### src/rtl/alu_exec.sv
// Integer ALU execute stage: single-cycle logic and arithmetic ops, plus
// multi-cycle shifts done one bit per clock in a serial shifter.
module alu_exec (
  input  logic        clk_i,
  input  logic        rst_i,
  input  logic        valid_i,
  output logic        ready_o,
  input  logic [3:0]  op_i,
  input  logic [31:0] rs1_i,
  input  logic [31:0] rs2_i,
  input  logic [4:0]  selRd_i,
  output logic        valid_o,
  output logic [31:0] rd_o,
  output logic [4:0]  selRd_o
);

  typedef enum logic [3:0] {
    OP_ADD  = 4'b0000,
    OP_SUB  = 4'b1000,
    OP_SLL  = 4'b0001,
    OP_SLT  = 4'b0010,
    OP_SLTU = 4'b0011,
    OP_XOR  = 4'b0100,
    OP_SRL  = 4'b0101,
    OP_SRA  = 4'b1101,
    OP_OR   = 4'b0110,
    OP_AND  = 4'b0111
  } op_e;

  typedef enum logic [1:0] {
    IDLE  = 2'd0,
    SHIFT = 2'd1,
    DONE  = 2'd2
  } state_e;

  state_e      state_q, state_d;
  logic [3:0]  op_q;
  logic [4:0]  sel_q;
  logic [31:0] acc_q;
  logic [4:0]  cnt_q;
  logic [31:0] rd_q;

  logic        is_shift;
  logic [4:0]  sh_amt;
  logic        start_shift;
  logic [31:0] imm_result;
  logic [31:0] shift_step;

  assign is_shift    = (op_i == OP_SLL) || (op_i == OP_SRL) || (op_i == OP_SRA);
  assign sh_amt      = rs2_i[4:0];
  assign start_shift = is_shift && (sh_amt != 5'd0);

  // Single-cycle result; a shift by zero simply passes rs1 through.
  // NOTE: every always_comb output gets a default first so no path can infer a latch.
  always_comb begin
    imm_result = '0;
    case (op_i)
      OP_ADD:  imm_result = rs1_i + rs2_i;
      OP_SUB:  imm_result = rs1_i - rs2_i;
      OP_SLT:  imm_result = {31'd0, $signed(rs1_i) < $signed(rs2_i)};
      OP_SLTU: imm_result = {31'd0, rs1_i < rs2_i};
      OP_XOR:  imm_result = rs1_i ^ rs2_i;
      OP_OR:   imm_result = rs1_i | rs2_i;
      OP_AND:  imm_result = rs1_i & rs2_i;
      OP_SLL, OP_SRL, OP_SRA: imm_result = rs1_i;
      default: imm_result = '0;
    endcase
  end

  always_comb begin
    shift_step = acc_q;
    case (op_q)
      OP_SLL:  shift_step = {acc_q[30:0], 1'b0};
      OP_SRL:  shift_step = {1'b0, acc_q[31:1]};
      OP_SRA:  shift_step = {acc_q[31], acc_q[31:1]};
      default: shift_step = acc_q;
    endcase
  end

  always_comb begin
    state_d = state_q;
    case (state_q)
      IDLE:    if (valid_i) state_d = start_shift ? SHIFT : DONE;
      SHIFT:   if (cnt_q == 5'd1) state_d = DONE;
      DONE:    state_d = IDLE;
      default: state_d = IDLE;
    endcase
  end

  // NOTE: sequential state uses non-blocking assignments so every register samples pre-edge values.
  always_ff @(posedge clk_i) begin
    if (rst_i) begin
      state_q <= IDLE;
      op_q    <= '0;
      sel_q   <= '0;
      acc_q   <= '0;
      cnt_q   <= '0;
      rd_q    <= '0;
    end else begin
      state_q <= state_d;
      case (state_q)
        IDLE: begin
          if (valid_i) begin
            op_q  <= op_i;
            sel_q <= selRd_i;
            if (start_shift) begin
              acc_q <= rs1_i;
              cnt_q <= sh_amt;
            end else begin
              rd_q  <= imm_result;
            end
          end
        end
        SHIFT: begin
          acc_q <= shift_step;
          cnt_q <= cnt_q - 5'd1;
          // Last bit of the shift lands straight in the result register.
          if (cnt_q == 5'd1) rd_q <= shift_step;
        end
        default: ;
      endcase
    end
  end

  assign ready_o = (state_q == IDLE);
  assign valid_o = (state_q == DONE);
  assign selRd_o = valid_o ? sel_q : 5'd0;
  assign rd_o    = rd_q;

endmodule

### config.mk
export PLATFORM = sky130hd
export DESIGN_NAME = alu_exec
export DESIGN_NICKNAME = d
export VERILOG_FILES = /design/src/rtl/alu_exec.sv
export SDC_FILE = /design/constraint.sdc
export NUM_CORES = 1
export LEC_CHECK = 0
export CAP_MARGIN = 15
export CELL_PAD_IN_SITES_DETAIL_PLACEMENT = 1
export CELL_PAD_IN_SITES_GLOBAL_PLACEMENT = 1
export CORE_ASPECT_RATIO = 1.25
export CORE_UTILIZATION = 25
export CTS_CLUSTER_DIAMETER = 80
export CTS_CLUSTER_SIZE = 12
export DETAILED_ROUTE_END_ITERATION = 10
export HOLD_SLACK_MARGIN = 0.08
export PLACE_DENSITY_LB_ADDON = 0.1
export SLEW_MARGIN = 20
export SYNTH_ARGS = -nofsm -noshare
export SYNTH_HDL_FRONTEND = slang
export SYNTH_SLANG_ARGS = --single-unit
### constraint.sdc
create_clock -name clk_i -period 3.3 [get_ports clk_i]
set_input_delay 0.495 -clock clk_i [delete_from_list [all_inputs] [get_ports clk_i]]
set_output_delay 0.495 -clock clk_i [all_outputs]
set_load 0.1 [all_outputs]
======== Word level (Yosys, flattened, before mapping) ========
Index checks and enable logic that the tools add are counted.
word-level totals
  register bits after elaboration ......... 80
  latch bits .............................. 0
  memory bits (writable) .................. 0
  memory bits (read-only) ................. 0
  input port bits ......................... 76
  logic and storage cells ................. 62
  memories kept ........................... 0
operators by class
  add/subtract/negate cells ............... 3
  multiply operators ...................... 0
  divide/modulo/power cells ............... 0
  $lt $le $gt $ge ......................... 2
  equality and inequality tests ........... 19
  shifts and indexed selects .............. 0
  mux-type cells .......................... 17
  bitwise operators ....................... 3
  reduce and logical (&&, ||, !) cells .... 12
operator list
  operator                                                                number
  32-bit one-hot mux with 8 select lines                                  1
  32-bit two-way mux                                                      5
  32-bit one-hot mux with 2 select lines                                  2
  32-bit one-hot mux with 3 select lines                                  1
  32-bit less-than comparator                                             2
  32-bit adder                                                            1
  32-bit bitwise AND                                                      1
  32-bit bitwise OR                                                       1
  32-bit subtractor                                                       1
  32-bit XOR                                                              1
  4-bit by 3-bit equality test with 1-bit output (second input constant)  5
  5-bit two-way mux                                                       3
  4-bit equality test (second input constant)                             3
  5-bit one-hot mux with 2 select lines                                   1
  4-bit by 1-bit equality test with 1-bit output (second input constant)  2
  4-bit by 2-bit equality test with 1-bit output (second input constant)  2
  2-bit two-way mux                                                       3
  2-bit inequality test (second input constant)                           3
  5-bit by 1-bit equality test with 1-bit output (second input constant)  1
  5-bit nonzero test                                                      1
  5-bit by 1-bit subtractor with 5-bit output (second input constant)     1
  4-bit logical NOT                                                       1
  2-bit one-hot mux with 2 select lines                                   1
  2-bit AND reduction                                                     2
  other kinds (10)                                                        11

======== Longest topological paths before layout ========
Gate-level depths: netlist of the first run.
  depth after elaboration ................. 7
  depth in mapped cells ................... 13

======== Worst setup path before layout of the first run ========
OpenSTA, ideal clock, no wires.
  path type ............................... reg2out
  start point ............................. register state_q[1]
  end point ............................... output selRd_o[0]
  arrival time ............................ 2757 ps
  slack ................................... 48 ps
  stages on the path, launching flop included .. 3
  buffers on the path ..................... 0
  cell sequence ........................... dfxtp_1 -> nor2b_1 -> and2_1
between the ends
  cells in the longest elaborated chain, start to end .. 2
RTL lines
  item                    RTL line  RTL
  start, declared         36        state_e state_q, state_d;
  start signal, assigned  100       state_q <= state_d;
  2-bit equality test     126       assign valid_o = (state_q == DONE);
  named net valid_o       12        output logic valid_o,
  5-bit two-way mux       127       assign selRd_o = valid_o ? sel_q : 5'd0;
  end, declared           14        output logic [4:0] selRd_o
The timed path passes the listed nets, and every way through them passes these cells.

======== Final worst setup path of the first run ========
  start point ............................. input rs1_i[18]
  end point ............................... register rd_q[29] (netlist: rd_o[29])
between the ends
  cells in the longest elaborated chain, start to end .. 5
RTL lines
  item                                                      RTL line  RTL
  start, declared                                           9         input logic [31:0] rs1_i,
  32-bit subtractor / 32-bit adder (equally long branches)  59, 58
  32-bit one-hot mux with 8 select lines *                  57        case (op_i)
  32-bit two-way mux *                                      106       if (start_shift) begin
  32-bit two-way mux *                                      103       if (valid_i) begin
  32-bit one-hot mux with 2 select lines *                  101       case (state_q)
  end signal, assigned                                      110       rd_q <= imm_result;
  end signal, assigned                                      118       if (cnt_q == 5'd1) rd_q <= shift_step;
  end, declared                                             41        logic [31:0] rd_q;
Mark *: on every way between the ends. The rest lies on a longest branch, timed or not. The select of a mux whose other input is x is not followed.
A chain may end at the register's enable or synchronous reset.

==> results.json, run 1 <==
{
  "grt_start_max_net_pins": 43,
  "drt_iter0_drc": 741,
  "critPathBufInv": 3,
  "drive_gt1_share_pct": 28.5,
  "num_rows": 78,
  "start_util_pct": 25.5,
  "ir_worst_vdd_mv": 0.270,
  "cts_tree": "done",
  "tightest_slew_ns": 1.02,
  "die_area_um2": 38000,
  "vias_per_cell": 5.42,
  "ios": 115,
  "syn2layout_area_growth_pct": 50.8,
  "ys.warnings.count": 0,
  "maxCapViolations": 0,
  "grt_pass1_vias": 12100,
  "die_width_um": 174,
  "crit_path_top_delay_cell": "clkdlybuf4s50_1",
  "regArea_um2": 1600,
  "critical_path_required_ns": 3.59,
  "nFillCells": 4521,
  "multi_input_area_um2": 7470,
  "cts.sinks": 80,
  "cp-start-kind": "input port",
  "grt_pass1_wl_um": 73400,
  "first_pass_iters": 9,
  "skew_ns": 0.0121,
  "place_congestion": 0.887,
  "post-place-ws_ns": -0.804,
  "hpwl_um": 38600,
  "syn_nets": 1505,
  "worst_ep_arrival_time_ns": 3.49,
  "run_status": "finished, final reports clean",
  "drc": 0,
  "grt_usage_pct": 25.4,
  "fp.dieH_um": 218,
  "syn_area_per_cell_um2": 7.03,
  "antenna_found_initial": 0,
  "mostFrequentLayoutCell": "buf_4",
  "clock_path_buffers": 2,
  "worstHoldPathType": "register to register",
  "max_freq_mhz": 312,
  "cpLargestDelayFamily": "compound AO/OA/AOI/OAI gates",
  "crit_path_end_kind": "register",
  "portBuffers": 114,
  "drv_slew": 0,
  "hold_violations": 0,
  "grt_remaining_overflow": 0,
  "ys_ff_latch": 80,
  "numCtsBuffers": 9,
  "p_per_area_nw_per_um2": 323,
  "setup-violations-final": 0,
  "core_um2": 36500,
  "final_cell_mix": "328 x buf_4, 171 x nor2_1, 119 x a21oi_1",
  "clkTransAtPathRegs_ns": 0.07,
  "max_stage_delay_ns": 0.49,
  "fin_ws_ns": 0.0964,
  "synth_area_um2": 9290,
  "yosysSeqAreaShare_pct": 17.2,
  "via_count": 11700,
  "synth_cell_types": 93,
  "slew-limit-headroom_pct": 31.7,
  "ctsHtreeMaxLevel": 3,
  "insertion_delay_ns": 0.39,
  "wl_per_cell_um": 22.6,
  "cellLeakagePower_nw": 5.96,
  "synth_cells": 1322,
  "criticalPathCategory": "input port to register",
  "period_share_pct": 97.1,
  "fin_nets": 1860,
  "power_mw": 4.52,
  "cp_max_fo": 3,
  "antenna_left": 0,
  "crit_chain": "clkdlybuf4s50_1 -> inv_1 -> ha_4 -> buf_4 -> nor2b_1 -> or2_1 -> a2111oi_0 -> o21ai_0 -> o21ba_4 -> nor2_1 -> a311o_1 -> o221a_1 -> o32ai_1",
  "antenna_cells": 0,
  "synth_ff_type": "dfxtp_1",
  "min_period_ns": 3.20,
  "synthArstFlopShare_pct": 0,
  "cts-root-buf": "clkbuf_16",
  "synth_edf_count": 0,
  "wirelength_um": 48800
}
==> power breakdown <==
part	leakage [nW]	internal (mW)	switching, mW
Sequential	0.653	1.03	0.0544
Clock	0.142	0.545	0.555
Combinational	5.16	0.943	1.40
Total	5.96	2.52	2.01
==> sequential cells by signal, summed over array words and instances (netlist names) <==
| name | flops |
|---|---|
| acc_q | 32 |
| rd_o | 32 |
| cnt_q | 5 |
| sel_q | 5 |
| op_q | 4 |
| state_q | 2 |
==> worst register-to-register path, cell delays in order, from the launching register on <==
cell      delay, ns
dfxtp_1        0.41
nand2b_1       0.13
nand3b_1       0.54
buf_4          0.45
a222oi_1       0.32
nor2_1         0.13
a211oi_1       0.32
buf_4          0.18
nor3_1         0.04
==> through the flow <==
step | instance area (µm²) | utilization [%] | hold slack, ns | setup TNS [ns] | cells
final | 14000 | 38.4 | 0.455 | 0 | 2162
after detailed placement | 13100 | 35.9 | 0.445 | -11.96 | 2141
after floorplan | 9290 | - | 0.432 | 0 | 1322
after global placement | 13100 | 35.9 | 0.437 | -11.31 | 2141
after global routing | 14000 | 38.4 | 0.476 | -0.0528 | 2162
after CTS | 13600 | 37.3 | 0.455 | 0 | 2160
==> per-layer routing <==
layer / track usage [%] / part of all wire, % / vias up
met5: 0 / 0 / -
li1: - / - / 5578
met1: 30.2 / 42 / 5797
met2: 47.5 / 52 / 276
met3: 2.14 / 3.3 / 66
met4: 8.19 / 2.8 / 0
==> cell type report <==
| class | instances | share of cell area (%) |
|---|---|---|
| sequential | 80 | 11.4 |
| clock buffer | 10 | 1.70 |
| multi-input combinational | 1052 | 53.3 |
| tap | 480 | 4.28 |
| timing repair buffer | 438 | 26.4 |
| clock inverter | 6 | 0.357 |
| inverter | 96 | 2.57 |
==> repair_timing <==
action / in CTS / in global routing
setup endpoints to repair: 18 / 20
hold buffers: 0 / 0
endpoints found under the hold margin: 0 / 0
pin swaps: 11 / 20
buffers inserted: 3 / 2
resized for setup: 47 / 83
==> kinds of logic (layout without fill, tap and decap cells) <==
family | after synthesis | count (layout) | share of synthesized area [%]
AO/OA/AOI/OAI | 483 | 483 | 35.6
XOR/XNOR | 10 | 10 | 0.942
adder cells (fa/ha/maj) | 107 | 107 | 14.6
buffers and inverters | 190 | 550 | 8.87
flip-flops | 80 | 80 | 17.2
multiplexers | 8 | 8 | 0.889
AND/OR/NAND/NOR | 444 | 444 | 21.9
==> path summary, 6_finish.rpt <==
check	start	to	slack, ns	depth (start not counted)
worst min-delay path	sel_q[2]$_SDFFE_PP0P_	sel_q[2]$_SDFFE_PP0P_	0.46	2
worst min register to register	sel_q[2]$_SDFFE_PP0P_	sel_q[2]$_SDFFE_PP0P_	0.46	2
worst max-delay path	rs1_i[18]	rd_o[29]$_SDFFE_PP0P_	0.1	13
worst max register to register	op_q[2]$_SDFFE_PP0P_	rd_o[10]$_SDFFE_PP0P_	0.66	8
==> synthesized netlist by cell type (9+ instances only) <==
| library cell | number | area share (%) |
|---|---|---|
| nor2_1 | 173 | 7.0 |
| a21oi_1 | 126 | 6.8 |
| nand2_1 | 112 | 4.5 |
| ha_1 | 105 | 14 |
| inv_1 | 90 | 3.6 |
| dfxtp_1 | 80 | 17 |
| o21ai_0 | 69 | 3.7 |
| clkbuf_1 | 60 | 2.4 |
| nor3_1 | 41 | 2.2 |
| a222oi_1 | 40 | 4.3 |
| o21ai_1 | 35 | 1.9 |
| nand3_1 | 25 | 1.3 |
| o211ai_1 | 25 | 2.0 |
| a221oi_1 | 21 | 2.0 |
| a211oi_1 | 17 | 1.4 |
| nor2b_1 | 15 | 1.0 |
| buf_2 | 14 | 0.75 |
| o31ai_1 | 14 | 1.1 |
| a22oi_1 | 13 | 1.1 |
| nand4_1 | 13 | 0.88 |
| o21bai_1 | 13 | 1.1 |
| o22ai_1 | 13 | 0.88 |
| a21o_1 | 12 | 0.97 |
| a31oi_1 | 10 | 0.67 |
| nor4_1 | 9 | 0.61 |
No activity file was read; power rests on OpenSTA's default activity.
==> run 2: changes to the inputs <==
--- a/config.mk
+++ b/config.mk
@@ -15,6 +15,7 @@
 export DETAILED_ROUTE_END_ITERATION = 10
 export HOLD_SLACK_MARGIN = 0.08
 export PLACE_DENSITY_LB_ADDON = 0.1
+export SETUP_SLACK_MARGIN = 0.2
 export SLEW_MARGIN = 20
 export SYNTH_ARGS = -nofsm -noshare
 export SYNTH_HDL_FRONTEND = slang
==> run 2 against run 1 <==
  * Critical endpoint is now rd_o[0]$_SDFFE_PP0P_
  * Clock-buffer cell count rose by 3
  * First-iteration DRC count increased by 6.5%
  * Worst setup slack better by 0.20 ns
  * Combinational power increased by 2%
  * Cell area is 2.0% higher
  * Core utilization is 0.78 points higher
  * Clock power about the same
==> results.json, run 2 (synthesis gave the netlist of run 1 again) <==
{
  "run_status": "finished, final reports clean",
  "fin_ws_ns": 0.293,
  "drt_iter0_drc": 789,
  "numCtsBuffers": 9,
  "worstHoldPathType": "register to register",
  "r2r-start": "op_q[0]$_SDFFE_PP0P_",
  "drc": 0,
  "ir_worst_vdd_mv": 0.290,
  "grt_pass1_vias": 12300,
  "insertion_delay_ns": 0.39,
  "portBuffers": 114,
  "rr_worst_depth": 9,
  "antenna_found_initial": 0,
  "wirelength_um": 48900,
  "criticalPathCategory": "input port to register",
  "via_count": 11800,
  "grt_usage_pct": 25.6,
  "wl_per_cell_um": 22.5,
  "tightest_slew_ns": 0.973,
  "clock_path_buffers": 2,
  "fp.dieH_um": 218,
  "ctsHtreeMaxLevel": 3,
  "crit_path_end_kind": "register",
  "cp_max_fo": 5,
  "maxCapViolations": 0,
  "slew-limit-headroom_pct": 34.9,
  "cp-start-kind": "input port",
  "die_width_um": 174,
  "startpoint": "rs1_i[1]",
  "critPathCapture": "rd_o[0]$_SDFFE_PP0P_",
  "placed_cell_area_um2": 13000,
  "hpwl_um": 38300,
  "worst_ep_arrival_time_ns": 3.33,
  "mostFrequentLayoutCell": "buf_4",
  "die_area_um2": 38000,
  "cts-root-buf": "clkbuf_16",
  "core_um2": 36500,
  "final_util_pct": 39.2,
  "critical_path_required_ns": 3.62,
  "vias_per_cell": 5.44,
  "antenna_cells": 0,
  "r2r_end": "rd_o[17]$_SDFFE_PP0P_",
  "nFillCells": 4490,
  "grt_start_max_net_pins": 36,
  "p_per_area_nw_per_um2": 319,
  "min_period_ns": 3.01,
  "drive_gt1_share_pct": 31.9,
  "stdcell_area_um2": 14300,
  "post-place-ws_ns": -0.635,
  "num_rows": 78,
  "period_share_pct": 91.1,
  "power_mw": 4.56,
  "setup-violations-final": 0,
  "grt_pass1_wl_um": 73400,
  "antenna_left": 0,
  "r2r_slack_ns": 0.64,
  "max_freq_mhz": 333,
  "cts_tree": "done",
  "clkTransAtPathRegs_ns": 0.07,
  "final_cell_mix": "340 x buf_4, 169 x nor2_1, 111 x a21oi_1",
  "cellLeakagePower_nw": 6.19,
  "skew_ns": 0.0128,
  "ios": 115,
  "start_util_pct": 25.5,
  "rsz0062_at_grt": "yes",
  "drv_slew": 0,
  "place_congestion": 0.925,
  "syn2layout_area_growth_pct": 53.9,
  "hold_violations": 0,
  "grt_remaining_overflow": 0,
  "fin_nets": 1872,
  "cts.sinks": 80,
  "first_pass_iters": 9
}
-- run 2: cell types whose count changed in the layout (fill, tap and decap cells not counted), moves of 3 or more --
cell             change
dlymetal6s2s_1      +19
buf_4               +12
a21oi_2              +5
inv_2               +20
dlygate4sd2_1        +4
a21oi_4              +3
ha_4                 +6
ha_1                 -4
clkdlybuf4s50_1     -29
nor2_2               +3
inv_1               -21
buf_6                +4
a21oi_1              -8
-- run 2: metal layers --
metal,global-route usage (%),wire (µm),part of all wire (%)
met1,29.3,20000,41
met2,45.4,24400,50
met3,3.43,1850,3.8
met4,14.7,2670,5.5
met5,0,0,0
-- run 2: final cells by class --
cell class | instances | area, µm² | share of cell area (%)
Sequential cell | 80 | 1600 | 11.2
Tap cell | 480 | 601 | 4.20
Inverter | 96 | 364 | 2.55
Multi-Input combinational cell | 1052 | 7630 | 53.4
Clock buffer | 13 | 260 | 1.82
Timing Repair Buffer | 450 | 3820 | 26.7
Clock inverter | 3 | 25.0 | 0.175
-- run 2: how the worst min path moves through the flow --
| stage | from | endpoint | slack (ns) | depth (start not counted) |
|---|---|---|---|---|
| 2_1_floorplan | sel_q[0]$_SDFFE_PP0P_ | sel_q[0]$_SDFFE_PP0P_ | 0.43 | 2 |
| 5_1_grt | sel_q[2]$_SDFFE_PP0P_ | sel_q[2]$_SDFFE_PP0P_ | 0.47 | 2 |
| 3_5_place_dp | sel_q[2]$_SDFFE_PP0P_ | sel_q[2]$_SDFFE_PP0P_ | 0.45 | 2 |
| 4_1_cts | sel_q[2]$_SDFFE_PP0P_ | sel_q[2]$_SDFFE_PP0P_ | 0.46 | 2 |
| 6_report | sel_q[0]$_SDFFE_PP0P_ | sel_q[0]$_SDFFE_PP0P_ | 0.46 | 2 |
| 3_3_place_gp | sel_q[0]$_SDFFE_PP0P_ | sel_q[0]$_SDFFE_PP0P_ | 0.44 | 2 |
-- run 2: per-stage QoR --
step | hold WS, ns | setup TNS (ns) | cells
finish | 0.459 | 0 | 2174
detailed placement | 0.448 | -9.06 | 2134
CTS | 0.458 | 0 | 2158
floorplan | 0.432 | 0 | 1322
global placement | 0.439 | -8.37 | 2134
global route | 0.475 | 0 | 2174
-- run 2: critical path: stages --
cell and delay [ns]:
dlygate4sd2_1 0.26, buf_6 0.14, fa_2 0.38, nor2b_4 0.15
o2111ai_4 0.21, a311oi_2 0.17, a211o_2 0.36, a311oi_4 0.26
o31a_1 0.22, buf_4 0.13, nor4_1 0.04, or4_1 0.43
o22ai_2 0.09
-- run 2: repair_timing --
action | CTS | global route
hold buffers | 0 | 0
setup endpoints to repair | 21 | 21
pin swaps | 33 | 46
resized for setup | 92 | 127
setup buffers | 8 | 16
-- run 2: where the power goes --
part           internal [mW]  leakage [nW]  switching (mW)
clock                  0.557         0.136           0.529
sequential              1.03         0.653          0.0563
combinational          0.974          5.40            1.41
total                   2.56          6.19            2.00
==> run 3: changes to the inputs <==
==> constraint.sdc (replaced) <==
create_clock -name clk_i -period 2.8 [get_ports clk_i]
set_input_delay 0.42 -clock clk_i [delete_from_list [all_inputs] [get_ports clk_i]]
set_output_delay 0.42 -clock clk_i [all_outputs]
set_load 0.1 [all_outputs]
==> run 3 against run 2 <==
  * The run now ends with setup timing left
  * Flip-flop and latch count did not move
  * Clock skew is 0.0028 ns lower
  * Wire length rose by 1.1%
  * Clock-buffer cell count is 1 lower
  * Sequential share of layout area fell by 0.82 points
  * Total power rose by 25%
  * Cell area is 7.9% higher
  * Worst setup slack got worse by 0.54 ns
  * Via count up 1.8%
  * Non-clock buffer count is 81 higher
  * Critical path depth is 2 higher
  * Sequential power increased by 17%
  * Critical path type unchanged
  * Critical endpoint unchanged
==> results.json, run 3 (synthesis gave the netlist of run 1 again) <==
{
  "tightest_slew_ns": 0.700,
  "vias_per_cell": 5.34,
  "pwr-share-comb_pct": 54.3,
  "via_count": 12000,
  "post-place-ws_ns": -1.08,
  "layoutNonFillerInstCount": 2255,
  "worst_ep_arrival_time_ns": 3.36,
  "mostFrequentLayoutCell": "buf_4",
  "criticalPathCategory": "input port to register",
  "nFillCells": 4447,
  "critical_path_required_ns": 3.11,
  "fin_tns_setup_ns": -2.24,
  "antenna_found_initial": 0,
  "cts.sinks": 80,
  "crit_path_end_kind": "register",
  "internal_power_mw": 3.26,
  "maxCapViolations": 0,
  "grt_usage_pct": 25.9,
  "fin_nets": 1953,
  "p_per_area_nw_per_um2": 369,
  "cp_max_fo": 2,
  "run_status": "finished with violations",
  "portBuffers": 114,
  "min_period_ns": 3.05,
  "hold_slack_ns": 0.376,
  "numCtsBuffers": 9,
  "grt_start_max_net_pins": 68,
  "swShare_pct": 42.8,
  "drive_gt1_share_pct": 39.5,
  "clkPwrFrac_pct": 23.2,
  "p_switching_mw": 2.44,
  "setup-violations-final": 19,
  "dp.cells": 2203,
  "core_um2": 36500,
  "syn2layout_area_growth_pct": 66.0,
  "fp.dieH_um": 218,
  "max_freq_mhz": 328,
  "insertion_delay_ns": 0.38,
  "grt_pass1_wl_um": 75400,
  "final_cell_mix": "408 x buf_4, 166 x nor2_1, 111 x nand2_1",
  "drc": 0,
  "place_congestion": 0.929,
  "power_mw": 5.70,
  "wirelength_um": 49400,
  "hpwl_um": 38600,
  "cellLeakagePower_nw": 6.56,
  "clock_path_buffers": 2,
  "violations": "setup timing",
  "die_width_um": 174,
  "multi_input_area_um2": 8090,
  "regArea_um2": 1600,
  "ios": 115,
  "die_area_um2": 38000,
  "num_rows": 78,
  "seq_power_share_pct": 22.5,
  "cts_tree": "done",
  "crit_path_top_delay_cell": "or4_1",
  "period_share_pct": 109,
  "wl_per_cell_um": 21.9,
  "cp-start-kind": "input port",
  "rsz0062_at_grt": "yes",
  "cts_hold_buf": 0,
  "drv_slew": 0,
  "worstHoldPathType": "input port to register",
  "max_stage_delay_ns": 0.50,
  "cts-root-buf": "clkbuf_16",
  "slew-limit-headroom_pct": 53.3,
  "drt_iter0_drc": 879,
  "first_pass_iters": 8,
  "path_common_cell": "a311oi_4",
  "grt_pass1_vias": 12700,
  "skew_ns": 0.00994,
  "ir_worst_vdd_mv": 0.298,
  "fin_ws_ns": -0.247,
  "hold_violations": 0,
  "start_util_pct": 25.5,
  "antenna_left": 0,
  "crit_chain": "buf_6 -> buf_8 -> inv_12 -> ha_4 -> inv_2 -> fa_2 -> nor2b_4 -> o2111ai_4 -> a311oi_4 -> a211o_4 -> a311oi_4 -> o31a_1 -> nor4_1 -> or4_1 -> o22ai_2",
  "grt_remaining_overflow": 0,
  "antenna_cells": 0,
  "clkTransAtPathRegs_ns": 0.07,
  "ctsHtreeMaxLevel": 3
}
run 3: cell count changes in the layout (fill, tap and decap cells not counted), sizes merged, moves of 4 or more:
| cell | delta |
|---|---|
| dlygate4sd2 | +27 |
| clkdlybuf4s50 | -25 |
| buf | +101 |
| clkdlybuf4s15 | +4 |
| dlymetal6s2s | -25 |
run 3: what timing repair did:
| action | CTS | global route |
|---|---|---|
| gates resized for setup | 260 | 78 |
| buffers inserted | 23 | 13 |
| gates cloned | 0 | 0 |
| endpoints found under the setup margin | 28 | 32 |
| pin swaps | 73 | 66 |
run 3: worst paths after layout:
path	start	to	slack (ns)	cells past startpoint
setup / recovery	rs1_i[0]	rd_o[0]$_SDFFE_PP0P_	-0.25	15
hold / removal	rst_i	acc_q[16]$_SDFFE_PP0P_	0.38	2
setup reg to reg	op_q[0]$_SDFFE_PP0P_	rd_o[28]$_SDFFE_PP0P_	0.35	8
hold reg to reg	sel_q[0]$_SDFFE_PP0P_	sel_q[0]$_SDFFE_PP0P_	0.46	2
run 3: through the flow:
stage / util (%) / area [µm²]
5_1_grt: 42.3 / 15400
2_1_floorplan: - / 9400
3_5_place_dp: 37.5 / 13700
3_3_place_gp: 37.5 / 13700
6_report: 42.3 / 15400
4_1_cts: 41.1 / 15000
run 3: per-layer routing:
layer	up-vias	share of wire, %	global-route usage [%]
li1	5758	-	-
met1	5934	44	32.1
met2	285	50	46.8
met3	69	2.9	1.80
met4	0	2.5	8.92
met5	-	0	0
run 3: area by class of cell:
class | instances | share of cell area, %
clock inverters | 4 | 0.341
flip-flops and latches | 80 | 10.4
repair buffers | 531 | 28.8
inverters | 96 | 2.44
multi-input cells | 1052 | 52.5
clock buffers | 12 | 1.66
well taps | 480 | 3.89
run 3: power by group through the flow:
stage	registers (mW)	logic [mW]	clock network, mW
after floorplan	1.61	1.12	0
after global placement	1.31	2.67	0
after detailed placement	1.31	2.70	0
after CTS	1.28	2.96	1.36
after global routing	1.29	3.29	1.39
final	1.28	3.09	1.32
run 3: critical path: cells and delay by family:
family | cells | cell delay, ns
and+or+nand+nor | 3 | 0.71
AOI/OAI and AO/OA | 6 | 1.46
adders and majority gates | 2 | 0.47
buffers and inverters | 4 | 0.30
==> variant 1: new RTL, settings of run 3 <==
Re-encode `state_e` (3 states) as one-hot, 3 bits wide.
--- a/src/rtl/alu_exec.sv
+++ b/src/rtl/alu_exec.sv
@@ -27,10 +27,10 @@
     OP_AND  = 4'b0111
   } op_e;
 
-  typedef enum logic [1:0] {
-    IDLE  = 2'd0,
-    SHIFT = 2'd1,
-    DONE  = 2'd2
+  typedef enum logic [2:0] {
+    IDLE  = 3'b001,
+    SHIFT = 3'b010,
+    DONE  = 3'b100
   } state_e;
 
   state_e      state_q, state_d;
Function: same outputs for any inputs over 4 cycles, from zero or initial values and one cycle with rst_i high; so few cycles prove little.
==> variant 1 against run 3 <==
- the flow still finishes with violations (negative setup slack)
- power shrank 3.6%
- register-to-register slack gained 0.22 ns
- design area grew 1.1%
- clock power shrank 9%
- sequential cell count grew 1
- routed wire length shrank 2.1%
- first-iteration DRC count shrank 11%
- synthesized area shrank 2.3%
- worst setup slack gained 0.20 ns
- sequential share of layout area is essentially flat
- final cell count shrank 0.98%
- critical path type unchanged
- critical endpoint is now rd_o[24]$_SDFFE_PP0P_
==> variant 1: results (changes against run 3) <==
- The path with the worst hold slack has its endpoint at sel_q[0]$_SDFFE_PP0P_.
- Failing checks: negative setup slack
- The total of fill cells in the finished design is 4297 (-3.4%).
- The global-route wire length before repair came to 73270 microns (-2.9%).
* Ys async rst share: 0% (unchanged)
* Top area cells in the synthesized netlist: sky130_fd_sc_hd__dfxtp_1 (18%), sky130_fd_sc_hd__ha_1 (14%), sky130_fd_sc_hd__a21oi_1 (9.3%)
- The final net count was 1937 (-0.82%).
- The worst-case clock skew is 0.01292 ns (+0.002978 ns).
- Type of the worst min-delay path: reg2reg
- The clock reaches the later pin of the worst-skew pair after 0.37 ns.
* FF-to-FF End: rd_o[30]$_SDFFE_PP0P_
- The depth of the worst register-to-register path came to 6 (-2).
- Critical Path Sink: rd_o[24]$_SDFFE_PP0P_
* Run status: finished, violations left
- The setup slack after layout is -0.04543 ns (+0.2015 ns).
- The share of the yosys chip area belonging to registers is 17.86% (+0.62 points).
* Number of different library cells in the post-synthesis netlist: 79 (-15%)
- Setup WS pre-CTS: -1.222 ns (-0.1383 ns)
- Static leakage power: 6.581 nW (+0.28%)
- Worst-path fanout max: 3 (+1)
- Total global routing track utilization: 26.08% (+0.19 points)
* Highest cell delay on the worst timing path: 0.40 ns (-0.10 ns)
- Launch instance of the worst register-to-register path: state_q[0]$_SDFFE_PP1P_
* Data arrival time of the critical path: 3.08 ns (-0.28 ns)
- Via count of the first global-routing pass: 12490 (-1.7%)
- The flop-to-flop setup slack came to 0.57 ns (+0.22 ns).
* Tightest Pin Transition: 0.5973 ns (-0.1031 ns)
* Worst hold margin: 0.4519 ns (+0.07557 ns)
* Number of antenna violations at the first check in global routing: 1 (+1)
- The peak ir drop on the vdd network is 0.2960 mV (-0.72%).
- Proportion of layout cells with a drive suffix above 1: 43.95% (+4.4 points)
- The post-place instance area was 0.01344 sq mm (-1.7%).
* Drt pass-1 iters: 7 (-1)
- Gate count after technology mapping: 1318 (-0.30%)
* Number of setup violations in the final report: 3 (-16)
- Routed len/inst: 21.67 microns (-1.2%)
* Start point of the worst hold path: sel_q[0]$_SDFFE_PP0P_
- Total length of routed wires: 48380 microns (-2.1%)
- On the critical path, the stage with the largest delay is an instance of sky130_fd_sc_hd__a311o_1.
* Drt first-iter violations: 783 (-11%)
- The final weighted congestion of routability-driven global placement is 0.8739 (-6.0%).
- The net count after synthesis was 1501 (-0.27%).
* Detailed placement HPWL: 37110 microns (-3.9%)
* Cell area after layout: 0.01559 sq mm (+1.1%)
-- variant 1: cell types whose count changed after synthesis, sizes merged, moves of 12 or more --
cell | run 3 | this run
a211oi | 17 | 30
a21oi | 126 | 171
buf | 31 | 13
clkbuf | 63 | 85
nand2 | 112 | 88
nor2 | 176 | 192
nor3 | 41 | 53
o211ai | 25 | 12
o21ai | 105 | 80
-- variant 1: kinds of logic (layout without fill, tap and decap cells) --
group | after synthesis | in the layout | synth area share (%)
compound gates | 474 | 475 | 34.49
simple gates | 439 | 439 | 22.20
buf+inv | 193 | 633 | 8.129
fa+ha+maj | 107 | 107 | 14.91
flops | 81 | 81 | 17.86
xor+xnor | 17 | 17 | 1.640
mux | 7 | 7 | 0.7854
-- variant 1: power breakdown --
group	internal [W]	switching, W
Sequential	0.00122	0.0000698
Combinational	0.00130	0.00170
Clock	0.000632	0.000572
Total	0.00315	0.00234
-- variant 1: area by class of cell --
type | count | share of cell area [%]
clock buffers | 11 | 1.557
clock inverters | 5 | 0.2488
inverters | 95 | 2.640
multi-input cells | 1045 | 53.34
flip-flops and latches | 81 | 10.40
well taps | 474 | 3.804
repair buffers | 522 | 28.01
-- variant 1: per-layer routing --
metal	GRT usage, %	wire length (microns)	up-vias
met3	1.694	1352	54
met5	0	0	-
met2	45.08	24120	253
met4	8.938	1288	0
li1	-	-	5648
met1	33.77	21630	5932
-- variant 1: worst min-delay path, delay by kind of cell (launching register included) --
kind	cells	cell delay, ns
and+or+nand+nor	1	0.05
AOI/OAI and AO/OA	1	0.05
DFF	1	0.31
-- variant 1: timing repair --
action	CTS	global route
cloned	0	1
setup buffers	41	15
pin swaps	114	68
endpoints found under the setup margin	67	50
resized for setup	403	98
==> variant 2: new RTL, config.mk and constraints of run 3 <==
Made on the original files. Make the reset (`rst_i`) asynchronous in one clocked block.
--- a/src/rtl/alu_exec.sv
+++ b/src/rtl/alu_exec.sv
@@ -88,7 +88,7 @@
   end
 
   // NOTE: sequential state uses non-blocking assignments so every register samples pre-edge values.
-  always_ff @(posedge clk_i) begin
+  always_ff @(posedge clk_i or posedge rst_i) begin
     if (rst_i) begin
       state_q <= IDLE;
       op_q    <= '0;
Function: differs if rst_i is asserted again (counterexample within 4 cycles, from zero or initial values and one cycle with rst_i high); with rst_i held inactive, the same outputs for 4 cycles.
==> variant 2 against run 3 <==
- the run still ends with negative setup slack left
- sequential cell count unchanged
- synthesized area increased by 7.4%
- critical path type unchanged
- sequential share of layout area increased by 1.4 points
- worst setup slack improved by 0.24 ns
- via count increased by 6.4%
- global-route usage increased by 1.5 points
- routed wire length increased by 14%
- maximum frequency increased by 8.5%
- design area increased by 11%
Power is not compared: it rests on default switching activity, and its combinational part moved more than twofold at a synthesized area within 25%.
==> variant 2: results (changes against run 3) <==
- Area overhead of the layout relative to synthesis: 70.77%
- The iteration-0 DRC count of the detailed router is 797 (-9.3%).
- FF-to-FF End: rd_o[31]$_DFFE_PP0P_
* Worst slew slack as a fraction of its limit: 57.82% (+4.5 points)
- The global-route wire length before repair is 83680 microns (+11%).
- The checks that failed: negative setup slack.
- Run status: finished, violations left
* Worst hold margin: 0.3807 ns (+0.004401 ns)
- The pin count of the biggest net entering global routing is 40 (-41%).
* Worst-case clock skew: 0.01018 ns (+0.0002382 ns)
* Master of the slowest instance on the critical path: sky130_fd_sc_hd__fa_2
- The number of failing setup endpoints in the final timing report came to 1 (-18).
* Number of cells after detailed placement: 2314 (+5.0%)
- Area fraction in compound gates after synthesis: 35.17% (-0.41 points)
* Critical Path Sink: rd_o[20]$_DFFE_PP0P_
- The final weighted congestion of routability-driven global placement is 0.9590 (+3.2%).
* Multiplexer area fraction after synthesis: 2.106% (+1.2 points)
- Proportion of layout cells with a drive suffix above 1: 44.43% (+4.9 points)
* Xor/xnor cell area share of the yosys netlist: 1.053% (+0.11 points)
- The share of async-settable or async-resettable flops after synthesis is 100.0% (+100 points).
* Launch instance of the worst register-to-register path: cnt_q[1]$_DFFE_PP0P_
- Portion of the post-synthesis area used by sequential elements: 20.05% (+2.8 points)
- The delay of the slowest critical-path stage was 0.38 ns (-0.12 ns).
- Number of vias after detailed routing: 12810 (+6.4%)
- Data arrival time of the critical path: 3.05 ns (-0.31 ns)
* Type of the worst min-delay path: in2async
- The fraction of the mapped netlist area in adder cells is 13.56% (-1.0 points).
- Net count of the finished layout: 2071 (+6.0%)
- The number of detailed-route iterations in the first pass was 5 (-3).
- Setup WS pre-CTS: -0.9563 ns (+0.1276 ns)
- The setup slack after layout was -0.008074 ns (+0.2389 ns).
- The maximum fanout along the worst path is 5 (+3).
- Synth top cells by count: sky130_fd_sc_hd__o21ai_0 (142), sky130_fd_sc_hd__a21oi_1 (137), sky130_fd_sc_hd__nor2_1 (125)
-- variant 2: cell type report --
cell class / instances / area share, %
clock buffers: 11 / 1.424
well taps: 498 / 3.655
repair buffers: 597 / 28.72
clock inverters: 5 / 0.4697
flip-flops and latches: 80 / 11.74
inverters: 112 / 2.576
multi-input cells: 1088 / 51.41
-- variant 2: where the power goes --
group	switching [W]	internal [W]	total, W
clock	0.000565	0.000805	0.00137
combinational	0.00468	0.00252	0.00720
sequential	0.000536	0.00168	0.00222
total	0.00578	0.00501	0.0108
-- variant 2: repair_timing --
action,CTS,global route
gates resized for setup,403,115
pin swaps,111,92
setup endpoints to repair,29,26
buffers inserted,42,19
-- variant 2: metal layers --
| metal | vias to the layer above | GRT usage [%] | share of wire [%] |
|---|---|---|---|
| li1 | 6038 | - | - |
| met1 | 6393 | 36.08 | 45 |
| met2 | 301 | 47.54 | 49 |
| met3 | 81 | 1.891 | 3.4 |
| met4 | 0 | 8.437 | 2.7 |
| met5 | - | 0 | 0 |
